===== config.mk =====
export PLATFORM = sky130hd
export DESIGN_NAME = program_loader
export DESIGN_NICKNAME = d
export VERILOG_FILES = /design/src/rtl/program_loader.sv
export SDC_FILE = /design/constraint.sdc
export NUM_CORES = 1
export LEC_CHECK = 0
export CAP_MARGIN = 0
export CORE_MARGIN = 3
export CORE_UTILIZATION = 26
export CTS_CLUSTER_SIZE = 12
export DETAILED_ROUTE_END_ITERATION = 6
export PLACE_DENSITY = 0.51
export SKIP_CTS_REPAIR_TIMING = 1
export SLEW_MARGIN = 5
export SYNTH_ARGS = -nofsm -noshare
export SYNTH_HDL_FRONTEND = slang
export SYNTH_SLANG_ARGS = --single-unit

===== constraint.sdc =====
create_clock -name clk -period 4.6 [get_ports clk]
set_clock_uncertainty 0.15 [all_clocks]
set_input_delay 0.46 -clock clk [delete_from_list [all_inputs] [get_ports clk]]
set_output_delay 0.46 -clock clk [all_outputs]
set_load 0.005 [all_outputs]

===== src/rtl/program_loader.sv =====
// Boot-time instruction loader: turns a valid/ready word stream into CPU
// instruction-memory writes, then releases the CPU after a settle delay.
module program_loader #(
    parameter int unsigned ADRS_W      = 11,
    parameter int unsigned BASE_ADRS   = 0,
    parameter int unsigned START_DELAY = 2
) (
    input  logic              clk,
    input  logic              reset,
    input  logic              load_req,
    input  logic              halt,
    input  logic              s_valid,
    output logic              s_ready,
    input  logic [31:0]       s_data,
    input  logic              s_is_adrs,
    input  logic              s_last,
    output logic [31:0]       w_instruction,
    output logic              w_enable,
    output logic [ADRS_W-1:0] w_adrs,
    output logic              cpu_en,
    output logic [ADRS_W:0]   word_count,
    output logic              err
);

    typedef enum logic [1:0] {IDLE, LOAD, SETTLE, RUN} state_t;

    state_t            state, state_nxt;
    logic [ADRS_W-1:0] next_adrs;
    logic              wrapped;
    logic [3:0]        settle_cnt;
    logic              accept;

    always_ff @(posedge clk or posedge reset) begin
        if (reset) state <= IDLE;
        else       state <= state_nxt;
    end

    always_comb begin
        s_ready   = (state == LOAD) && !halt;
        accept    = s_valid && s_ready;
        cpu_en    = (state == RUN);
        state_nxt = state;
        if (halt) begin
            state_nxt = IDLE;
        end else begin
            case (state)
                IDLE:    if (load_req) state_nxt = LOAD;
                LOAD:    if (accept && s_last) state_nxt = SETTLE;
                // Counter runs START_DELAY down to zero, so cpu_en rises
                // START_DELAY+1 edges after the final accept.
                SETTLE:  if (settle_cnt == 4'd0) state_nxt = RUN;
                default: state_nxt = state;
            endcase
        end
    end

    always_ff @(posedge clk or posedge reset) begin
        if (reset) begin
            w_instruction <= '0;
            w_enable      <= 1'b0;
            w_adrs        <= '0;
            word_count    <= '0;
            err           <= 1'b0;
            next_adrs     <= ADRS_W'(BASE_ADRS);
            wrapped       <= 1'b0;
            settle_cnt    <= '0;
        end else begin
            w_enable <= 1'b0;
            if (state == IDLE && state_nxt == LOAD) begin
                next_adrs  <= ADRS_W'(BASE_ADRS);
                word_count <= '0;
                err        <= 1'b0;
                wrapped    <= 1'b0;
            end
            if (accept) begin
                if (s_is_adrs) begin
                    next_adrs <= s_data[ADRS_W-1:0];
                    wrapped   <= 1'b0;
                end else if (wrapped) begin
                    err <= 1'b1;
                end else begin
                    w_enable      <= 1'b1;
                    w_adrs        <= next_adrs;
                    w_instruction <= s_data;
                    next_adrs     <= next_adrs + ADRS_W'(1);
                    word_count    <= word_count + (ADRS_W+1)'(1);
                    if (next_adrs == '1) wrapped <= 1'b1;
                end
            end
            if (state != SETTLE && state_nxt == SETTLE)
                settle_cnt <= 4'(START_DELAY);
            else if (state == SETTLE && settle_cnt != 4'd0)
                settle_cnt <= settle_cnt - 4'd1;
        end
    end

endmodule


==> results.py <==
metrics = {
    "outcome": {
        "status": "completed",
    },
    "floorplan": {
        "num_rows": 41,
        "start_util_pct": 27.1,
        "dieArea_sq_um": 14800,
        "fp.dieW_um": 122,
        "die_h_um": 122,
        "ioPinCount": 98,
        "coreArea_sq_um": 12900,
    },
    "setup_path": {
        "reg2reg_to": "w_instruction[17]",
        "cp-endpoint": "w_instruction[17]",
        "timing.rr.start": "state[1]",
        "start_kind": "input port",
        "slowest_stage": "buf_4",
        "path_delay_family": "buffers and inverters",
        "crit_cells": 5,
        "path_buf_inv": 2,
        "crit_path_cell_trace": "clkdlybuf4s50_1, nand4bb_4, nor3_4, buf_4, mux2_2",
        "cp.arrival_ns": 2.52,
        "end_kind": "register",
        "max_stage_delay_ns": 0.53,
        "r2r_slack_ns": 2.35,
        "required_ns": 4.66,
        "crit_start": "halt",
        "critPathKind": "in -> reg",
        "crit_path_max_fanout": 48,
        "worstRegToRegCells": 4,
    },
    "clocking": {
        "cts_made_buffers": 9,
        "clock_sinks": 75,
        "cts_tree": "yes",
        "cts-root-buf": "clkbuf_16",
        "cts_max_level": 3,
        "insertion_delay_ns": 0.33,
        "cts.clk_slew.worst_paths_ns": 0.06,
        "clockBufferDepth": 2,
    },
    "power_and_ir_drop": {
        "p_total_mw": 2.10,
        "irDropWorstVdd_mv": 0.192,
        "power_density_nw_per_um2": 429,
        "leakagePower_nw": 2.00,
    },
    "place": {
        "io_buffer_count": 97,
        "gp_congestion": 0.758,
        "dp_cells": 546,
        "dp_hpwl_mm": 5.89,
        "place_area_sq_um": 4600,
    },
    "layout": {
        "final_nets": 427,
        "drive_gt1_share_pct": 18.2,
        "insertedDiodeCount": 0,
        "regArea_sq_um": 1880,
        "instances_no_fill": 562,
        "syn2layout_area_growth_pct": 40.3,
        "final_common_cell": "clkdlybuf4s50_1",
        "fillers": 1257,
        "multi_input_area_sq_um": 1490,
        "fin_area_sq_um": 4900,
        "final_cell_mix": "clkdlybuf4s50_1 (97), dfrtp_1 (75), mux2_2 (44)",
        "fin_util_pct": 38.0,
    },
    "worst_hold_path": {
        "worst_hold_path_type": "reg -> reg",
        "worstHoldStart": "word_count[11]",
    },
    "detailed_routing": {
        "drtIter0Drc": 85,
        "via_per_inst": 4.71,
        "m1WireLength_mm": 3.90,
        "wire_per_inst_um": 15.2,
        "vias": 2647,
        "maxUsedRoutingLayer": "met4",
        "drt_drc_violations_left": 0,
        "met3WireLength_um": 755,
        "wl_met2_mm": 3.79,
        "dr.pass1.iters": 4,
        "totalWireLength_mm": 8.55,
        "ant_nets": 0,
    },
    "synthesis": {
        "synth_seq_cells": 75,
        "syn_area_per_cell_sq_um": 12.1,
        "synthArstFlopShare_pct": 100,
        "synth_ff_type": "dfrtp_1",
        "ys_types": 51,
        "synth_enable_flop_cells": 0,
        "synthesis.nets": 330,
        "yosysSeqAreaShare_pct": 53.8,
        "synthCells": 288,
        "yosysWarnings": 0,
        "syn-cell-area_sq_um": 3490,
    },
    "global_routing": {
        "grt_pass1_vias": 2736,
        "track_usage_pct": 12.1,
        "grt_max_degree": 49,
        "grt_pass1_wl_mm": 14.4,
        "antenna_found_initial": 0,
        "grt.overflow.total": 0,
    },
    "timing": {
        "setup_tns_ns": 0,
        "hold_viol": 0,
        "period_needed_ns": 2.46,
        "period_share_pct": 53.5,
        "rsz0062_at_grt": "no",
        "setup_viol": 0,
        "slew_headroom_pct": 49.9,
        "tightest_slew_ns": 0.751,
        "maxSlewViolCount": 0,
        "fmax_mhz": 407,
    },
    "run": {
        "drv_cap": 0,
    },
}
## synthesized netlist by cell type (2+ instances only)
cell type / instances / area, sq um
dfrtp_1: 75 / 1880
mux2_2: 44 / 495
nand2_1: 23 / 86.3
o21ai_0: 21 / 105
a21oi_1: 12 / 60.1
a31oi_1: 6 / 37.5
buf_2: 6 / 30.0
inv_1: 6 / 22.5
mux2i_1: 6 / 60.1
nor3_1: 6 / 30.0
buf_6: 5 / 56.3
nor2_1: 5 / 18.8
nand3_1: 4 / 20.0
nand4b_1: 4 / 35.0
o31ai_1: 4 / 30.0
xnor2_1: 4 / 35.0
a22o_1: 3 / 26.3
a32oi_1: 3 / 26.3
clkbuf_1: 3 / 11.3
ha_1: 3 / 37.5
nand2b_1: 3 / 18.8
nand4_1: 3 / 18.8
nor4_1: 3 / 18.8
o31a_1: 3 / 26.3
a21o_1: 2 / 15.0
and4b_1: 2 / 20.0
nor2b_1: 2 / 12.5
o21a_1: 2 / 15.0
or3_1: 2 / 12.5
xor2_1: 2 / 17.5
## power by group
group | total [mW] | switching (mW) | internal (mW)
registers | 0.901 | 0.0995 | 0.802
logic | 0.502 | 0.163 | 0.339
clock network | 0.699 | 0.267 | 0.432
## flip-flops by register name, summed over array words and instances, names as in the netlist, 2 cells and up
register / flops
w_instruction: 32
word_count: 12
next_adrs: 11
w_adrs: 11
settle_cnt: 4
state: 2
## cell families (layout without fill, tap and decap cells)
logic type / after synthesis / count (layout) / share of synthesized area, %
buffers and inverters: 20 / 122 / 3.44
multiplexers: 50 / 50 / 15.9
AND/OR/NAND/NOR: 71 / 71 / 12.8
AO/OA/AOI/OAI: 63 / 63 / 11.5
flip-flops: 75 / 75 / 53.8
adder cells (fa/ha/maj): 3 / 3 / 1.08
XOR/XNOR: 6 / 6 / 1.51
## routing by layer
metal / up-vias / track usage [%]
met1: 1301 / 16.1
met3: 11 / 5.25
met5: - / 0
met4: 0 / 3.29
met2: 78 / 18.2
li1: 1257 / -
## how the worst min path moves through the flow
stage,slack [ns],cells past startpoint,endpoint
2_1_floorplan,0.32,2,err
3_3_place_gp,0.34,1,word_count[11]
3_5_place_dp,0.33,1,word_count[11]
4_1_cts,0.34,1,word_count[11]
5_1_grt,0.36,1,word_count[11]
6_report,0.33,1,word_count[11]
## through the flow
stage | setup slack [ns] | hold WS (ns)
floorplan | 2.08 | 0.320
global placement | 1.80 | 0.337
global route | 2.02 | 0.357
finish | 2.14 | 0.335
detailed placement | 1.79 | 0.333
CTS | 2.13 | 0.343
## final cells by class
class | count | share of cell area, %
Sequential cell | 75 | 38.3
Multi-Input combinational cell | 193 | 30.5
Timing Repair Buffer | 100 | 20.3
Clock buffer | 11 | 4.96
Tap cell | 172 | 4.39
Clock inverter | 5 | 1.07
Inverter | 6 | 0.485
Note: power is estimated with default switching activity, not from simulation.
